`src/rtl/uart_aes_framer.sv`:
```
// UART command framer for an AES core.
// Collects 16-byte key or plaintext payloads behind a one-byte command,
// hands plaintext to the core, and serialises the 16-byte ciphertext (or a
// one-byte key acknowledge) back to the UART transmitter with a short gap
// between bytes.
module uart_aes_framer #(
    parameter logic [7:0]  CMD_KEY        = 8'h4B,
    parameter logic [7:0]  CMD_ENC        = 8'h45,
    parameter int unsigned TIMEOUT_CYCLES = 1200000
) (
    input  logic         clk,
    input  logic         rst,
    input  logic         rx_ready,
    input  logic [7:0]   rx_data,
    input  logic         tx_ready,
    output logic [7:0]   tx_data,
    output logic         tx_enable,
    output logic [127:0] key_out,
    output logic         key_valid,
    output logic [127:0] pt_out,
    output logic         pt_valid,
    input  logic         pt_accept,
    input  logic [127:0] ct_in,
    input  logic         ct_valid,
    output logic         busy,
    output logic         err
);

    localparam int TW = $clog2(TIMEOUT_CYCLES + 1);
    // Value of the idle counter on the last tolerated idle cycle.
    localparam logic [TW-1:0] TMO_LAST = TW'(TIMEOUT_CYCLES - 1);

    typedef enum logic [2:0] {
        IDLE,
        RX_KEY,
        RX_PT,
        WAIT_CORE,
        WAIT_CT,
        TX_SEND,
        TX_GAP
    } state_t;

    state_t         state_q, state_d;
    logic [119:0]   shift_q, shift_d;      // first 15 payload bytes; the 16th completes the word
    logic [3:0]     cnt_q, cnt_d;          // payload byte counter
    logic [TW-1:0]  tmo_q, tmo_d;          // idle cycles since last payload byte
    logic [127:0]   key_q, key_d;
    logic           key_valid_q, key_valid_d;
    logic [127:0]   pt_q, pt_d;
    logic           pt_valid_q, pt_valid_d;
    logic [127:0]   tx_buf_q, tx_buf_d;    // outgoing bytes, next one in [127:120]
    logic [4:0]     tx_left_q, tx_left_d;  // bytes still to send
    logic [7:0]     tx_data_q, tx_data_d;
    logic           tx_enable_q, tx_enable_d;
    logic           gap_q, gap_d;          // second cycle of the inter-byte gap
    logic           err_q, err_d;
    logic [127:0]   rx_word;

    // Payload word as it looks once the current byte is appended.
    assign rx_word = {shift_q, rx_data};

    // Next-state logic for the framer FSM and all its datapath registers.
    always_comb begin
        state_d     = state_q;
        shift_d     = shift_q;
        cnt_d       = cnt_q;
        tmo_d       = tmo_q;
        key_d       = key_q;
        key_valid_d = 1'b0;
        pt_d        = pt_q;
        pt_valid_d  = pt_valid_q;
        tx_buf_d    = tx_buf_q;
        tx_left_d   = tx_left_q;
        tx_data_d   = tx_data_q;
        tx_enable_d = 1'b0;
        gap_d       = gap_q;
        err_d       = err_q;

        case (state_q)
            IDLE: begin
                if (rx_ready) begin
                    if (rx_data == CMD_KEY || rx_data == CMD_ENC) begin
                        state_d = (rx_data == CMD_KEY) ? RX_KEY : RX_PT;
                        err_d   = 1'b0;
                        cnt_d   = 4'd0;
                        tmo_d   = '0;
                        shift_d = '0;
                    end else begin
                        err_d = 1'b1;
                    end
                end
            end

            RX_KEY, RX_PT: begin
                // A byte always wins over a coincident timeout.
                if (rx_ready) begin
                    shift_d = rx_word[119:0];
                    cnt_d   = cnt_q + 4'd1;
                    tmo_d   = '0;
                    if (cnt_q == 4'd15) begin
                        if (state_q == RX_KEY) begin
                            key_d       = rx_word;
                            key_valid_d = 1'b1;
                            tx_buf_d    = {CMD_KEY, 120'd0};
                            tx_left_d   = 5'd1;
                            state_d     = TX_SEND;
                        end else begin
                            pt_d       = rx_word;
                            pt_valid_d = 1'b1;
                            state_d    = WAIT_CORE;
                        end
                    end
                end else if (tmo_q == TMO_LAST) begin
                    err_d   = 1'b1;
                    shift_d = '0;
                    cnt_d   = 4'd0;
                    tmo_d   = '0;
                    state_d = IDLE;
                end else begin
                    tmo_d = tmo_q + TW'(1);
                end
            end

            WAIT_CORE: begin
                if (rx_ready) begin
                    err_d = 1'b1;
                end
                if (pt_valid_q && pt_accept) begin
                    pt_valid_d = 1'b0;
                    state_d    = WAIT_CT;
                end
            end

            WAIT_CT: begin
                if (rx_ready) begin
                    err_d = 1'b1;
                end
                if (ct_valid) begin
                    tx_buf_d  = ct_in;
                    tx_left_d = 5'd16;
                    state_d   = TX_SEND;
                end
            end

            TX_SEND: begin
                if (rx_ready) begin
                    err_d = 1'b1;
                end
                if (tx_ready) begin
                    tx_enable_d = 1'b1;
                    tx_data_d   = tx_buf_q[127:120];
                    tx_buf_d    = {tx_buf_q[119:0], 8'h00};
                    tx_left_d   = tx_left_q - 5'd1;
                    gap_d       = 1'b0;
                    state_d     = TX_GAP;
                end
            end

            TX_GAP: begin
                // Two blind cycles give the UART time to drop tx_ready.
                if (rx_ready) begin
                    err_d = 1'b1;
                end
                if (gap_q) begin
                    state_d = (tx_left_q != 5'd0) ? TX_SEND : IDLE;
                end else begin
                    gap_d = 1'b1;
                end
            end

            default: begin
                state_d = IDLE;
            end
        endcase
    end

    // State and output registers with synchronous reset.
    always_ff @(posedge clk) begin
        if (rst) begin
            state_q     <= IDLE;
            shift_q     <= '0;
            cnt_q       <= 4'd0;
            tmo_q       <= '0;
            key_q       <= '0;
            key_valid_q <= 1'b0;
            pt_q        <= '0;
            pt_valid_q  <= 1'b0;
            tx_buf_q    <= '0;
            tx_left_q   <= 5'd0;
            tx_data_q   <= 8'h00;
            tx_enable_q <= 1'b0;
            gap_q       <= 1'b0;
            err_q       <= 1'b0;
        end else begin
            state_q     <= state_d;
            shift_q     <= shift_d;
            cnt_q       <= cnt_d;
            tmo_q       <= tmo_d;
            key_q       <= key_d;
            key_valid_q <= key_valid_d;
            pt_q        <= pt_d;
            pt_valid_q  <= pt_valid_d;
            tx_buf_q    <= tx_buf_d;
            tx_left_q   <= tx_left_d;
            tx_data_q   <= tx_data_d;
            tx_enable_q <= tx_enable_d;
            gap_q       <= gap_d;
            err_q       <= err_d;
        end
    end

    assign tx_data   = tx_data_q;
    assign tx_enable = tx_enable_q;
    assign key_out   = key_q;
    assign key_valid = key_valid_q;
    assign pt_out    = pt_q;
    assign pt_valid  = pt_valid_q;
    assign busy      = (state_q != IDLE);
    assign err       = err_q;

endmodule

```
`config.mk`:
```
export PLATFORM = sky130hd
export DESIGN_NAME = uart_aes_framer
export DESIGN_NICKNAME = d
export VERILOG_FILES = /design/src/rtl/uart_aes_framer.sv
export SDC_FILE = /design/constraint.sdc
export NUM_CORES = 1
export LEC_CHECK = 0
export BUFFER_PORTS_ARGS = -buffer_cell sky130_fd_sc_hd__buf_2
export CORE_MARGIN = 2
export CORE_UTILIZATION = 35
export CTS_CLUSTER_SIZE = 28
export DETAILED_ROUTE_END_ITERATION = 16
export GPL_ROUTABILITY_DRIVEN = 0
export PLACE_DENSITY = 0.59
export SETUP_SLACK_MARGIN = 0.2
export SLEW_MARGIN = 20
export SYNTH_ARGS = -nofsm -noshare
export SYNTH_HDL_FRONTEND = slang
export SYNTH_SLANG_ARGS = --single-unit
```
`constraint.sdc`:
```
create_clock -name clk -period 2.04 [get_ports clk]
set_clock_uncertainty 0.1 [all_clocks]
set_input_delay 0.204 -clock clk [delete_from_list [all_inputs] [get_ports clk]]
set_output_delay 0.204 -clock clk [all_outputs]
set_load 0.02 [all_outputs]
```
## Yosys cells after proc, flatten, opt, wreduce, memory -nomap -nowiden

Index checks and enable logic that the tools add are counted.

| storage, ports and cells | value |
|---|---|
| output and inout port bits | 269 |
| word-level logic and storage cells | 126 |
| input bits | 142 |
| bits in registers | 550 |

| operators by class | value |
|---|---|
| muxes and demuxes | 55 |
| reduce and logical (&&, ||, !) cells | 24 |
| add/subtract/negate cells | 3 |
| bitwise operators | 5 |
| eq/ne operators | 25 |

Operators by type and width:

| operator | count |
|---|---|
| $mux 128 | 5 |
| $mux 120 | 4 |
| $pmux 128 s3 | 1 |
| $pmux 120 s2 | 1 |
| $mux 21 | 4 |
| $pmux 21 s2 | 1 |
| $mux 3 | 11 |
| $mux 5 | 5 |
| $ne 2x2->1 const B | 12 |
| $add 21x1->21 const B | 1 |
| $eq 21x21->1 const B | 1 |
| $pmux 3 s6 | 1 |
| $eq 8x7->1 const B | 2 |
| $mux 4 | 4 |
| $pmux 5 s3 | 1 |
| $mux 1 | 12 |
| $reduce_and 4->1 | 3 |
| $reduce_and 5->1 | 2 |
| $eq 3x3->1 const B | 3 |
| $reduce_bool 3->1 | 3 |
| $pmux 4 s2 | 1 |
| $reduce_and 8->1 | 1 |
| $reduce_or 4->1 | 2 |
| $eq 3x2->1 const B | 2 |
| 19 further kinds | 29 |

## Longest topological paths before layout

| logic depth | value |
|---|---|
| depth after elaboration | 5 |
| depth in mapped cells | 8 |
| gate-level depth less buffers | 7 |

## Worst setup path after synthesis

No wires, ideal clock.

| timing path | value |
|---|---|
| path type | reg2reg |
| from | reg tmo_q[0] |
| to | reg shift_q[100] |
| arrival | 1.755 ns |
| setup time | 0.117 ns |
| clock period less this slack | 1.972 ns |
| required time | 1.823 ns |
| path buffers | 2 |
| stages on the path, launching flop included | 9 |
| setup slack | 0.068 ns |
| path through | dfxtp_1 > ha_1 > nor3b_1 > nand2_1 > o21ai_1 > a21oi_2 > buf_6 > buf_6 > a22o_1 |

| on the way | value |
|---|---|
| cells in the longest elaborated chain, start to end | 3 |

Ends and longest elaborated chain:

| element | RTL line | source |
|---|---|---|
| from (decl) | 46 | `logic [TW-1:0] tmo_q, tmo_d;` |
| from (signal assigned) | 198 | `tmo_q <= tmo_d;` |
| $eq 21x21->1 | 113 | `end else if (tmo_q == TMO_LAST) begin` |
| $ne 3x3->1 (no line) | -- |  |
| $reduce_and 4->1 (no line) | -- |  |
| to (signal assigned) | 196 | `shift_q <= shift_d;` |
| to (decl) | 44 | `logic [119:0] shift_q, shift_d;` |

Every way passes these cells.
A chain may end at the register's enable or synchronous reset.

## Worst setup path after layout

| timing path | value |
|---|---|
| from | reg cnt_q[1] |
| to | reg tx_buf_q[69] |

| on the way | value |
|---|---|
| cells in the longest elaborated chain, start to end | 3 |

Ends and longest elaborated chain:

| element | RTL line | source |
|---|---|---|
| from (decl) | 45 | `logic [3:0] cnt_q, cnt_d;` |
| from (signal assigned) | 197 | `cnt_q <= cnt_d;` |
| $eq 4x4->1 | 100 | `if (cnt_q == 4'd15) begin` |
| $ne 2x2->1 (no line) | -- |  |
| $reduce_and 6->1 (no line) | -- |  |
| to (signal assigned) | 203 | `tx_buf_q <= tx_buf_d;` |
| to (decl) | 51 | `logic [127:0] tx_buf_q, tx_buf_d;` |

Every way passes these cells.

==> metrics.md <==
| Metric | Value |
|---|---|
| Synth Flop Type | `dfxtp_1` |
| R2R setup slack | `about 0.051 ns` |
| Vias/cell | `around 5.4` |
| Effective utilization at floorplan | `roughly a third` |
| Critical path launch point type | `flip-flop` |
| DP Worst Slack | `-0.0390 ns` |
| Inserted Clock Buffers | `56` |
| DRC viols | `0` |
| Total track usage | `22.2%` |
| Core Util, Final | `a little over 50%` |
| I/O Buffers | `between 400 and 500` |
| Post-synth EDFFs | `0` |
| Placed insts | `roughly 3.3k` |
| Worst Hold End | `state_q[2]` |
| Worst Setup SP | `cnt_q[1]` |
| Netlist cell types | `58` |
| Layout cells sized above 1 | `30.4%` |
| I/O pin cnt | `411` |
| Initial antenna violation count | `3` |
| Core Rows | `a little under 90` |
| Post-route insts no fill | `3675` |
| Worst r2r src | `cnt_q[1]` |
| Detailed-route via count | `20.0k` |
| Fin. Hold Viols | `0` |
| Critical path endpoint category | `flip-flop` |
| Max transition margin | `48.6%` |
| FF-to-FF End | `tx_buf_q[69]` |
| Min-delay worst type | `in -> reg` |
| Post-Syn Instances | `2272` |
| Hold depth | `3` |
| Final WL | `74.9 mm` |
| Die Y | `roughly 240 um` |
| Ys async rst share | `0%` |
| Pin count of the biggest net entering global routing | `131` |
| H-tree levels | `2` |
| Final WS setup | `0.0513 ns` |
| Global route overflow | `0` |
| DP Wirelength | `44.7 mm` |
| CTS tree | `built` |
| First-pass GRT wire length | `106 mm` |
| RSZ-0062 raised after global routing | `yes` |
| Synth Area per Inst | `8.93 um2` |
| Clk Latency, worst-skew pair | `0.62 ns` |
| Root Buffer | `clkbuf_16` |
| Clk buf depth | `3` |
| Fin nets | `3005` |
| Vias in the first global route | `about 18k` |
| Worst hold start | `rst` |
| Reg clk slew, reported paths | `0.06 ns` |
| Starting DRT DRC Count | `1468` |
| Cell Area, Placed | `23800 um2` |
| Total Power | `26.9 mW` |
| Crit Path Category | `reg -> reg` |
| Final worst path period need | `1.99 ns` |
| Drt pass-1 iters | `7` |
| PD cells | `roughly 900 nW/um2` |
| Final slew viol count | `0` |
| Routed Antenna Nets | `0` |
| Total negative slack | `0 ns` |
| WP data required | `between 2 and 2.5 ns` |
| Sink Count | `550` |
| Filler Cell Count | `5201` |
| Worst-margin pin slew | `0.768 ns` |
| Sequential share of the synthesized area | `54.3%` |
| Mapped cell area | `20300 um2` |
| Fin Hold WS | `0.0370 ns` |
| Routed len/inst | `20.4 um` |
| Final worst path period share | `between 90% and 100%` |
| Worst Reg2Reg Path Length in Cells | `8` |
| P_leak | `11.5 nW` |
| Synth Net Count | `between 2k and 2.5k` |
| Peak VDD IR | `0.000683 V` |
| Crit path DAT | `approximately 2.4 ns` |
| Setup violators final | `0` |
| Chip width | `245 um` |
| #FFs+latches synth | `550` |
| Crit-path max FO | `7` |
| Fmax | `503 MHz` |
| Status | `complete, no violations` |
| Die area | `59900 um2` |
| Placeable Area | `57500 um2` |
| Max Cap Violations | `0` |
| Synth warnings | `0` |
| Cell area after layout | `29600 um2` |
| Area Overhead vs Synth | `46.2%` |
[synthesized netlist by cell type (3+ instances only)]
library cell / instances / area (um2)
a2111oi_2: 5 / 75.1
a211oi_1: 126 / 946
a21oi_1: 409 / 2050
a22o_1: 124 / 1090
a22oi_1: 117 / 878
a311oi_1: 6 / 52.6
and2_1: 4 / 25.0
and4_1: 3 / 26.3
buf_1: 4 / 15.0
buf_2: 66 / 330
buf_6: 9 / 101
clkbuf_1: 136 / 510
dfxtp_1: 550 / 11000
ha_1: 3 / 37.5
inv_1: 10 / 37.5
mux2i_1: 5 / 50.1
nand2_1: 539 / 2020
nand3_1: 16 / 80.1
nand4_1: 17 / 106
nor2_1: 31 / 116
nor2b_1: 3 / 18.8
nor3_1: 6 / 30.0
nor4_1: 3 / 18.8
o21ai_0: 13 / 65.1
o31a_1: 3 / 26.3
o31ai_1: 3 / 22.5
xnor2_1: 20 / 175
[what timing repair did]
item                                   in CTS  in global routing
setup endpoints to repair                 546                544
hold buffers                              141                  0
buffers inserted                           27                 17
pin swaps                                  41                105
endpoints found under the hold margin     172                  0
cloned                                      6                 38
gates resized for setup                    56                206
[cell usage in the layout, fill, tap and decap left out, types with 6 or more instances in the layout]
cell type and n:
nor2_1 12, nor2_4 12, a211oi_1 87, buf_6 20, clkbuf_8 10, a211oi_2 39
a21oi_2 43, inv_1 7, nand3_1 12, a22o_1 123, clkbuf_1 14, buf_2 408
nand2_1 506, buf_4 81, buf_12 54, a21oi_1 365, bufinv_16 7, clkbuf_16 83
clkinv_2 12, dlygate4sd3_1 141, nor2_2 7, o21ai_0 13, buf_16 8, nand2_4 31
a22oi_1 117, nand4_1 17, dfxtp_1 541, dfxtp_2 6, xnor2_1 20
[layer usage]
layer	global-route usage (%)	up-vias	share of wire, %
li1	-	9280	-
met1	29.7	9660	41
met2	36.5	941	48
met3	4.11	130	8.1
met4	6.62	0	2.8
met5	0	-	0
[final cells by class]
class	instances	area [um2]	share of cell area, %
Timing Repair Buffer	746	6400	21.6
Sequential cell	550	11000	37.2
Tap cell	765	957	3.23
Multi-Input combinational cell	1496	9250	31.2
Clock inverter	26	370	1.25
Antenna cell	2	5.00	0.0169
Inverter	10	43.8	0.148
Clock buffer	80	1590	5.37
[worst max path at each step]
stage	end	slack, ns	cells past startpoint
finish	tx_buf_q[69]	0.05	8
global route	tx_buf_q[69]	-0.02	8
CTS	state_q[1]	0.14	8
detailed placement	tmo_q[20]	-0.04	8
global placement	tmo_q[15]	-0.00002	8
floorplan	state_q[0]	0.20	6
[flip-flops by register name, indices dropped and copies added, names as in the netlist]
name / count
gap_q: 1
pt_out: 128
pt_valid: 1
tx_data: 8
cnt_q: 4
shift_q: 120
tx_left_q: 5
key_out: 128
tx_enable: 1
tmo_q: 21
key_valid: 1
tx_buf_q: 128
err: 1
state_q: 3
[logic make-up (layout without fill, tap and decap cells)]
kind of cell	Yosys count	count (layout)	synth area share, %
adder cells (fa/ha/maj)	3	3	0.185
AND/OR/NAND/NOR	639	639	12.7
flip-flops	550	550	54.3
multiplexers	7	7	0.358
XOR/XNOR	21	21	0.944
AO/OA/AOI/OAI	826	826	26.5
other	0	2	0
buffers and inverters	226	862	4.94
[report_power, final]
| group | internal [mW] | total (mW) | switching, mW | leakage (nW) |
|---|---|---|---|---|
| registers | 11.0 | 11.2 | 0.250 | 4.43 |
| clock network | 6.36 | 10.9 | 4.51 | 0.956 |
| logic | 2.29 | 4.79 | 2.50 | 6.07 |
[worst max-delay path: stages (launching register included)]
cell and delay (ns):
dfxtp_2 0.35, ha_4 0.16, nand3_4 0.11, o22ai_4 0.19, a22oi_2 0.14, nor2_4 0.31
buf_6 0.21, clkbuf_16 0.18, a211oi_1 0.08
Note: power is estimated with default switching activity, not from simulation.
